===== config.mk =====
export PLATFORM = sky130hd
export DESIGN_NAME = fp_unit_arbiter
export DESIGN_NICKNAME = d
export VERILOG_FILES = /design/src/rtl/fp_unit_arbiter.sv
export SDC_FILE = /design/constraint.sdc
export NUM_CORES = 1
export LEC_CHECK = 0
export BUFFER_PORTS_ARGS = -buffer_cell sky130_fd_sc_hd__buf_2
export CAP_MARGIN = 20
export CORE_AREA = 2 2 165 167
export CTS_CLUSTER_DIAMETER = 60
export DETAILED_ROUTE_END_ITERATION = 16
export DIE_AREA = 0 0 167 169
export PLACE_DENSITY_LB_ADDON = 0.25
export SLEW_MARGIN = 5
export SYNTH_ARGS = -nofsm -noshare
export SYNTH_HDL_FRONTEND = slang
export SYNTH_SLANG_ARGS = --single-unit

===== constraint.sdc =====
create_clock -name clk -period 3.96 [get_ports clk]
set_input_delay 0.792 -clock clk [delete_from_list [all_inputs] [get_ports clk]]
set_output_delay 0.792 -clock clk [all_outputs]
set_load 0.02 [all_outputs]

===== src/rtl/fp_unit_arbiter.sv =====
// Round-robin arbiter sharing one fixed-latency FP add/sub datapath among
// NUM_REQ requesters; one transaction in flight, response tagged with requester ID.
module fp_unit_arbiter #(
  parameter int NUM_REQ    = 4,
  parameter int ID_W       = 2,
  parameter int FP_LATENCY = 1
) (
  input  logic                   clk,
  input  logic                   reset,
  input  logic [NUM_REQ-1:0]     req_valid,
  output logic [NUM_REQ-1:0]     req_ready,
  input  logic [32*NUM_REQ-1:0]  req_a,
  input  logic [32*NUM_REQ-1:0]  req_b,
  input  logic [NUM_REQ-1:0]     req_sub,
  output logic                   fpu_issue,
  output logic [31:0]            fpu_a,
  output logic [31:0]            fpu_b,
  output logic                   fpu_sub,
  input  logic [31:0]            fpu_result,
  output logic                   rsp_valid,
  input  logic                   rsp_ready,
  output logic [ID_W-1:0]        rsp_id,
  output logic [31:0]            rsp_data,
  output logic                   busy,
  output logic [15:0]            op_count
);

  typedef enum logic [1:0] {IDLE, ISSUE, WAIT, RESP} state_t;

  state_t          state_q, state_d;
  logic [ID_W-1:0] rr_ptr_q;
  logic [ID_W-1:0] id_q;
  logic [ID_W-1:0] grant_id;
  logic [ID_W-1:0] scan_idx;
  logic            grant_vld;
  logic [3:0]      lat_cnt_q;
  logic [15:0]     op_cnt_q;

  // Search upward from the requester after the last grant, wrapping modulo NUM_REQ.
  always_comb begin
    grant_vld = 1'b0;
    grant_id  = '0;
    scan_idx  = '0;
    for (int k = 1; k <= NUM_REQ; k++) begin
      scan_idx = ID_W'((int'(rr_ptr_q) + k) % NUM_REQ);
      if (!grant_vld && req_valid[scan_idx]) begin
        grant_vld = 1'b1;
        grant_id  = scan_idx;
      end
    end
  end

  always_comb begin
    state_d   = state_q;
    req_ready = '0;
    case (state_q)
      IDLE: begin
        if (grant_vld) begin
          req_ready = NUM_REQ'(1) << grant_id;
          state_d   = ISSUE;
        end
      end
      ISSUE:   state_d = WAIT;
      WAIT:    if (lat_cnt_q == '0) state_d = RESP;
      RESP:    if (rsp_ready) state_d = IDLE;
      default: state_d = IDLE;
    endcase
  end

  always_ff @(posedge clk or posedge reset) begin
    if (reset) begin
      state_q   <= IDLE;
      rr_ptr_q  <= ID_W'(NUM_REQ - 1);
      id_q      <= '0;
      fpu_a     <= '0;
      fpu_b     <= '0;
      fpu_sub   <= 1'b0;
      lat_cnt_q <= '0;
      rsp_id    <= '0;
      rsp_data  <= '0;
      op_cnt_q  <= '0;
    end else begin
      state_q <= state_d;
      // Operands go straight into the datapath-facing registers at grant, so
      // they are already valid during ISSUE and hold until the next grant.
      if (state_q == IDLE && grant_vld) begin
        rr_ptr_q <= grant_id;
        id_q     <= grant_id;
        fpu_a    <= req_a[32*grant_id +: 32];
        fpu_b    <= req_b[32*grant_id +: 32];
        fpu_sub  <= req_sub[grant_id];
      end
      if (state_q == ISSUE) lat_cnt_q <= 4'(FP_LATENCY - 1);
      if (state_q == WAIT) begin
        lat_cnt_q <= lat_cnt_q - 4'd1;
        if (lat_cnt_q == '0) begin
          rsp_data <= fpu_result;
          rsp_id   <= id_q;
        end
      end
      if (state_q == RESP && rsp_ready) op_cnt_q <= op_cnt_q + 16'd1;
    end
  end

  assign fpu_issue = (state_q == ISSUE);
  assign rsp_valid = (state_q == RESP);
  assign busy      = (state_q != IDLE);
  assign op_count  = op_cnt_q;

endmodule


### Word-level counts from Yosys, hierarchy flattened

Index checks and enable logic that the tools add are counted.

* output and inout bits: 122
* input port bits: 299
* logic and storage cells: 70
* register bits: 125

* add/sub/neg operators: 6
* mux-type cells: 26
* equal/unequal tests: 6
* magnitude comparators: 5
* shifts and indexed selects: 3
* reduce and logical (&&, ||, !) cells: 14

Operator list (number)
* 128-bit by 8-bit indexed part select with 32-bit output: 2
* 16-bit by 1-bit adder with 16-bit output (second input constant): 1
* 4-bit two-way mux: 4
* 2-bit by 3-bit < comparator with 1-bit output (second input constant): 5
* 2-bit two-way mux: 7
* 1-bit binary-select mux with 2-bit select: 5
* 1-bit two-way mux: 9
* 2-bit one-hot mux with 4 select lines: 1
* 1-bit logical AND: 5
* 2-bit by 1-bit adder with 2-bit output (second input constant): 2
* 2-bit adder (second input constant): 2
* 2-bit == test (second input constant): 2
* 4-bit logical NOT: 1
* 2-bit != test (second input constant): 2
* 2-bit nonzero test: 2
* 1-bit by 2-bit << shifter with 4-bit output (first input constant): 1
* 4-bit by 1-bit subtractor with 4-bit output (second input constant): 1
* 1-bit logical NOT: 3
* 3-bit AND reduction: 1
* 2-bit by 1-bit == test with 1-bit output (second input constant): 1
* 2-bit logical NOT: 1
* 2-bit by 1-bit != test with 1-bit output (second input constant): 1
* 2-bit AND reduction: 1

### Depth between registers and ports, before layout

Gate-level depths: netlist (run 1).

* depth in word-level cells: 16
* gate-level depth with buffers: 9
* depth with buffers taken out: 6

### Worst setup path before layout (run 1)

No wires, ideal clock.

* kind: input-to-output
* start: input req_valid[3]
* end: output req_ready[2]
* slack: 0.874 ns
* buffers on the path: 4
* data arrival time: 2.294 ns
* cell stages on the path: 8
* required time: 3.168 ns
* cell sequence: buf_2 nand2b_1 o21ai_1 a211o_1 buf_2 buf_6 buf_6 nor3_1

* longest elaborated chain between the ends: 15
* elaborated cells on any way between the ends: 25
* those cells by class: shift (1); mux (18); reduce/logical (6)

Ends and longest elaborated chain
* from (decl): line 10 `input logic [NUM_REQ-1:0] req_valid,`
* 1-bit binary-select mux with 2-bit select: line 46 `if (!grant_vld && req_valid[scan_idx]) begin`
* 1-bit two-way mux (not written as such): line 46
* 1-bit two-way mux: line 46
* 1-bit logical NOT: line 46
* 1-bit logical AND: line 46
* 1-bit two-way mux: line 46
* 1-bit logical NOT: line 46
* 1-bit logical AND: line 46
* 1-bit two-way mux: line 46
* 1-bit logical NOT: line 46
* 1-bit logical AND: line 46
* 2-bit two-way mux: line 46
* 1-bit by 2-bit << shifter with 4-bit output: line 59 `req_ready = NUM_REQ'(1) << grant_id;`
* 4-bit two-way mux *: line 58 `if (grant_vld) begin`
* 4-bit two-way mux *: line 56 `case (state_q)`
* to (decl): line 11 `output logic [NUM_REQ-1:0] req_ready,`

Mark *: on every way between the ends. The rest lies on a longest branch, timed or not. The select of a mux whose other input is x is not followed.

### Worst setup path in the final report (run 1)

* start: register rr_ptr_q[1]
* end: output req_ready[3]

* longest elaborated chain between the ends: 16
* elaborated cells on any way between the ends: 29
* those cells by class: add/sub (4); shift (1); mux (18); reduce/logical (6)

Ends and longest elaborated chain
* from (decl): line 31 `logic [ID_W-1:0] rr_ptr_q;`
* from (signal assigned): line 73 `rr_ptr_q <= ID_W'(NUM_REQ - 1);`
* from (signal assigned): line 87 `rr_ptr_q <= grant_id;`
* 2-bit by 1-bit adder with 2-bit output: line 45 `scan_idx = ID_W'((int'(rr_ptr_q) + k) % NUM_REQ);`
* 1-bit binary-select mux with 2-bit select: line 46
* 1-bit two-way mux (not written as such): line 46
* 1-bit two-way mux: line 46
* 1-bit logical NOT: line 46
* 1-bit logical AND: line 46
* 1-bit two-way mux: line 46
* 1-bit logical NOT: line 46
* 1-bit logical AND: line 46
* 1-bit two-way mux: line 46
* 1-bit logical NOT: line 46
* 1-bit logical AND: line 46
* 2-bit two-way mux: line 46
* 1-bit by 2-bit << shifter with 4-bit output: line 59
* 4-bit two-way mux *: line 58
* 4-bit two-way mux *: line 56

Marked as above.

==> results of run 1 <==
==> layout make-up <==
class	instances	area, µm²
well taps	341	427
flip-flops and latches	125	3130
fillers	2685	16600
multi-input cells	499	3500
repair buffers	432	2200
clock inverters	14	196
inverters	12	48.8
clock buffers	18	439
diodes	1	2.50
==> state kept, by name, indices dropped and copies added, names as in the netlist <==
name	flops
fpu_a	32
fpu_b	32
rsp_data	32
op_count	16
lat_cnt_q	4
id_q	2
rr_ptr_q	2
rsp_id	2
state_q	2
fpu_sub	1
==> path summary, 6_finish.rpt <==
check,slack [ps],end,cells past startpoint
setup / recovery,780,req_ready[3],5
hold / removal,490,op_count[15],1
setup reg to reg,1170,fpu_a[1],6
hold reg to reg,490,op_count[15],1
max in group asynchronous,2800,fpu_a[5],3
min in group asynchronous,540,fpu_a[8],3
==> routing by layer <==
layer	GRT usage	up-vias	wire (µm)
met1	0.219	3417	10700
met4	0.0469	0	344
li1	-	3367	-
met2	0.305	280	12700
met5	0	-	0
met3	0.0449	25	1590
==> where the power goes <==
part           internal [W]  switching, W  total, W
Clock               0.00104      0.000681   0.00172
Combinational       0.00163       0.00256   0.00419
Sequential          0.00186      0.000370   0.00223
==> cell families (layout without fill, tap and decap cells) <==
group / count (synthesis) / in the layout
AO/OA/AOI/OAI: 237 / 237
buffers and inverters: 70 / 476
XOR/XNOR: 15 / 15
flip-flops: 125 / 125
adder cells (fa/ha/maj): 7 / 7
multiplexers: 101 / 101
AND/OR/NAND/NOR: 139 / 139
other: 0 / 1
==> worst max-delay path, stage by stage (launching register included) <==
cell and delay (ps):
dfstp_2 700, nand2_1 190, a21oi_1 210, a211o_4 450, and3_1 240, buf_2 160
==> metrics by stage <==
step	setup slack, ps	instances	power (W)	area (µm²)	hold slack [ps]
6_report	778	1442	0.00814	9950	485
2_1_floorplan	874	694	0.00513	6920	444
5_1_grt	635	1442	0.00876	9950	495
4_1_cts	744	1441	0.00824	9940	489
3_5_place_dp	869	1409	0.00648	9310	473
3_3_place_gp	948	1409	0.00643	9310	470
==> synth_stat cells, drive strengths merged <==
cell type | instances | area (µm²)
a211o | 1 | 8.76
a21boi | 14 | 105
a21o | 14 | 105
a21oi | 2 | 10.0
a221o | 1 | 10.0
a221oi | 52 | 462
a222oi | 1 | 10.0
a2bb2oi | 1 | 8.76
and2 | 2 | 12.5
and3 | 2 | 12.5
and4 | 1 | 8.76
buf | 38 | 206
clkbuf | 20 | 75.1
dfrtp | 123 | 3080
dfstp | 2 | 52.6
ha | 7 | 87.6
inv | 12 | 45.0
mux2 | 35 | 394
mux2i | 66 | 661
nand2 | 29 | 109
nand2b | 17 | 106
nand3 | 11 | 55.1
nand4 | 2 | 12.5
nor2 | 67 | 254
nor2b | 3 | 18.8
nor3 | 3 | 15.0
nor4 | 2 | 18.8
o211a | 1 | 10.0
o211ai | 2 | 15.0
o21a | 2 | 15.0
o21ai | 91 | 455
o21bai | 1 | 7.51
o22ai | 54 | 338
xnor2 | 12 | 105
xor2 | 3 | 26.3
==> results.cfg, run 1 <==
[clock_network]
clk_latency_ps = 420
cts.clk_slew.worst_paths_ps = 70
cts_buffer_depth = 2
cts-root-buf = clkbuf_16
clock_sinks = 125
cts_setup_buffers = 0
tritoncts = yes
cts_resized = 0
cts_buffers = 17
htreeDepth = 4
hold_buffers = 0

[routing]
post_drt_via_cell_ratio = 4.92
drtIter0Drc = 325
drt-total-wl_mm = 25.4
ant_nets = 0
wl_per_cell_um = 17.6
drt_pass1_iterations = 5
vias = 7089
remaining_drc_errors = 0

[place]
port_buffers = 420
place_hpwl_mm = 18.7
finalWeightedCongestion = 0.838

[timing]
hold_viol = 0
rsz0062_at_grt = false
timing.fmax_mhz = 314
skew_ps = 14.0
post-route-period-util = 0.803
setup_violations = 0
finalCriticalPeriod_ps = 3180
maxSlewViolCount = 0
setup_tns_ps = 0
worst_slew_pin_slew_ps = 1050
relSlewSlack = 0.299

[setup_path]
cp-startpoint = rr_ptr_q[1]
rr_startpoint = rr_ptr_q[1]
end_kind = output pin
critPathMaxFanout = 29
startpoint_type = flip-flop
worst-setup-path-type = flip-flop to output pin
required_ps = 3170
worstPathArrival_ps = 2390

[hold_path]
hold_path.class = flip-flop to flip-flop
holdCritStartpoint = op_count[15]

[die]
core_um2 = 26500
rows = 60
pin_count = 421
die-area_um2 = 28200
die_w_um = 167
start_util = 0.261
die_y_um = 169

[power_and_ir_drop]
ir_drop_uv = 390
powerDensity_nw_per_um2 = 819
p_leak_nw = 4.80

[yosys]
ys_ff_latch = 125
ys.warnings.count = 0
synth.cell_area_um2 = 6910
synthCells = 694
synth-simple-area-share = 0.0901
synth_mux_area_frac = 0.153
avgSynthCellArea_um2 = 9.96
syn_nets = 1000
synth_top_family_by_area = compound AO/OA/AOI/OAI gates
ys_types = 41
synth-xor-area-share = 0.0190
synth_adder_area_share = 0.0127
synth_compound_area_frac = 0.226
yosysSeqAreaShare = 0.453

[global_routing]
gr-usage-all-layers = 0.176
antenna_found_initial = 1
grt_pass1_wl_mm = 39.3
grt_max_degree = 126
gr-total-overflow = 0
first_global_vias = 7032

[finish]
num-nets-final = 1393
drive_gt1_frac = 0.463
finalCoreUtilization = 0.375
syn_to_final_growth_pct = 43.9
final_cell_mix = buf_2 (420), dfrtp_1 (123), mux2i_1 (66)
layout_commonest_cell = buf_2

[run]
drv_cap = 0

[status]
status = completed
(Power assumes the default switching activity.)
==> run 2, diff against run 1 <==
Settings changed: CORE_AREA 2 2 165 167 to 2 2 162 164, DIE_AREA 0 0 167 169 to 0 0 164 166.
Clock period 3.96 ns to 3.31 ns, I/O delays scaled along.
==> run 2 against run 1 <==
Compared with the run above: critical path depth did not move; clock skew decreased by 2.9 ps; highest routed layer unchanged; hold slack got worse by 120 ps; sequential cell count is the same; largest power group unchanged; via count fell by 1.3%; sequential share of layout area barely moved; global-route usage shrank 0.14 points; critical endpoint is now req_ready[2]; total power grew 18%.
==> results.cfg, run 2 (synthesized netlist as in run 1, its figures left out) <==
[timing]
worst_slew_pin_slew_ps = 953
setup_violations = 0
skew_ps = 11.1
relSlewSlack = 0.359
setup_ws_ps = 578
rsz0062_at_grt = false
timing.fmax_mhz = 366
hold_viol = 0
maxSlewViolCount = 0
post-route-period-util = 0.825
finalCriticalPeriod_ps = 2730
setup_tns_ps = 0

[clock_network]
cts_resized = 0
cts-root-buf = clkbuf_16
clk_latency_ps = 410
htreeDepth = 4
hold_buffers = 0
cts.clk_slew.worst_paths_ps = 70
cts_setup_buffers = 0
tritoncts = yes
clock_sinks = 125
cts_buffers = 17
cts_buffer_depth = 2

[die]
die_y_um = 166
rows = 59
start_util = 0.270
core_um2 = 25600
die_w_um = 164
die-area_um2 = 27200
pin_count = 421

[power_and_ir_drop]
p_leak_nw = 4.80
powerDensity_nw_per_um2 = 962
ir_drop_uv = 576

[routing]
drtIter0Drc = 487
ant_nets = 0
remaining_drc_errors = 0
drt-total-wl_mm = 24.6
drt_pass1_iterations = 5
vias = 6994
wl_per_cell_um = 17.1
post_drt_via_cell_ratio = 4.87

[hold_path]
hold_path.class = primary input to async pin

[place]
port_buffers = 420
finalWeightedCongestion = 0.834
dpl_worst_slack_ps = 756
place_hpwl_mm = 18.3
place_inst = 1405

[finish]
syn_to_final_growth_pct = 44.0
num-nets-final = 1395
reg_top3 = fpu_a x32, fpu_b x32, rsp_data x32
layout_commonest_cell = buf_2
final_cell_mix = buf_2 (420), dfrtp_1 (123), mux2i_1 (66)
fill_cells = 2599
final_cells = 1437
diodes = 0
drive_gt1_frac = 0.464

[status]
status = completed

[setup_path]
worst-setup-path-type = flip-flop to output pin
worstPathCellList = nand2b_1 > a21oi_1 > a211o_4 > nor3_1 > buf_2
crit_slowest_cell = dfstp_2
critPathTopFamily = flip-flops
critPathMaxFanout = 15
critPathBufInv = 1
worstPathArrival_ps = 2070
rr_startpoint = rr_ptr_q[1]
required_ps = 2650
cp-startpoint = rr_ptr_q[1]
startpoint_type = flip-flop
end_kind = output pin
critPathMaxStageDelay_ps = 700

[run]
drv_cap = 0

[global_routing]
grt_pass1_wl_mm = 37.4
grt_max_degree = 85
first_global_vias = 6715
gr-usage-all-layers = 0.175
gr-total-overflow = 0
antenna_found_initial = 0
run 2: through the flow:
stage / power, W / util / hold WS [ps] / instance area (µm²)
detailed placement: 0.00778 / 0.366 / 461 / 9370
global route: 0.0103 / 0.389 / 399 / 9950
finish: 0.00957 / 0.389 / 365 / 9950
floorplan: 0.00614 / - / 444 / 6920
CTS: 0.00972 / 0.389 / 359 / 9950
global placement: 0.00770 / 0.366 / 461 / 9370
run 2: final cells by class:
type / count / area (µm²) / area share
Timing Repair Buffer: 434 / 2270 / 0.228
Clock inverter: 15 / 161 / 0.0162
Inverter: 12 / 48.8 / 0.00490
Multi-Input combinational cell: 499 / 3500 / 0.351
Tap cell: 335 / 419 / 0.0421
Sequential cell: 125 / 3130 / 0.315
Clock buffer: 17 / 425 / 0.0427
run 2: metal layers:
| layer | up-vias | track usage | share of wire |
|---|---|---|---|
| li1 | 3386 | - | - |
| met1 | 3320 | 0.221 | 0.43 |
| met2 | 265 | 0.297 | 0.49 |
| met3 | 23 | 0.0427 | 0.071 |
| met4 | 0 | 0.0458 | 0.014 |
| met5 | - | 0 | 0 |
run 2: final timing paths:
check	endpoint	slack, ps	cells after the start
max in group asynchronous	rr_ptr_q[1]	2170	3
worst max-delay path	req_ready[2]	580	5
worst max register to register	fpu_a[23]	1040	6
min in group clk	op_count[15]	470	1
worst min register to register	op_count[15]	470	1
worst min-delay path	rsp_data[20]	370	2
run 2: power breakdown:
| part | internal, W | switching [W] | leakage [nW] |
|---|---|---|---|
| clock network | 0.00102 | 0.000854 | 0.284 |
| logic | 0.00199 | 0.00304 | 3.08 |
| registers | 0.00223 | 0.000445 | 1.44 |
| total | 0.00523 | 0.00434 | 4.80 |
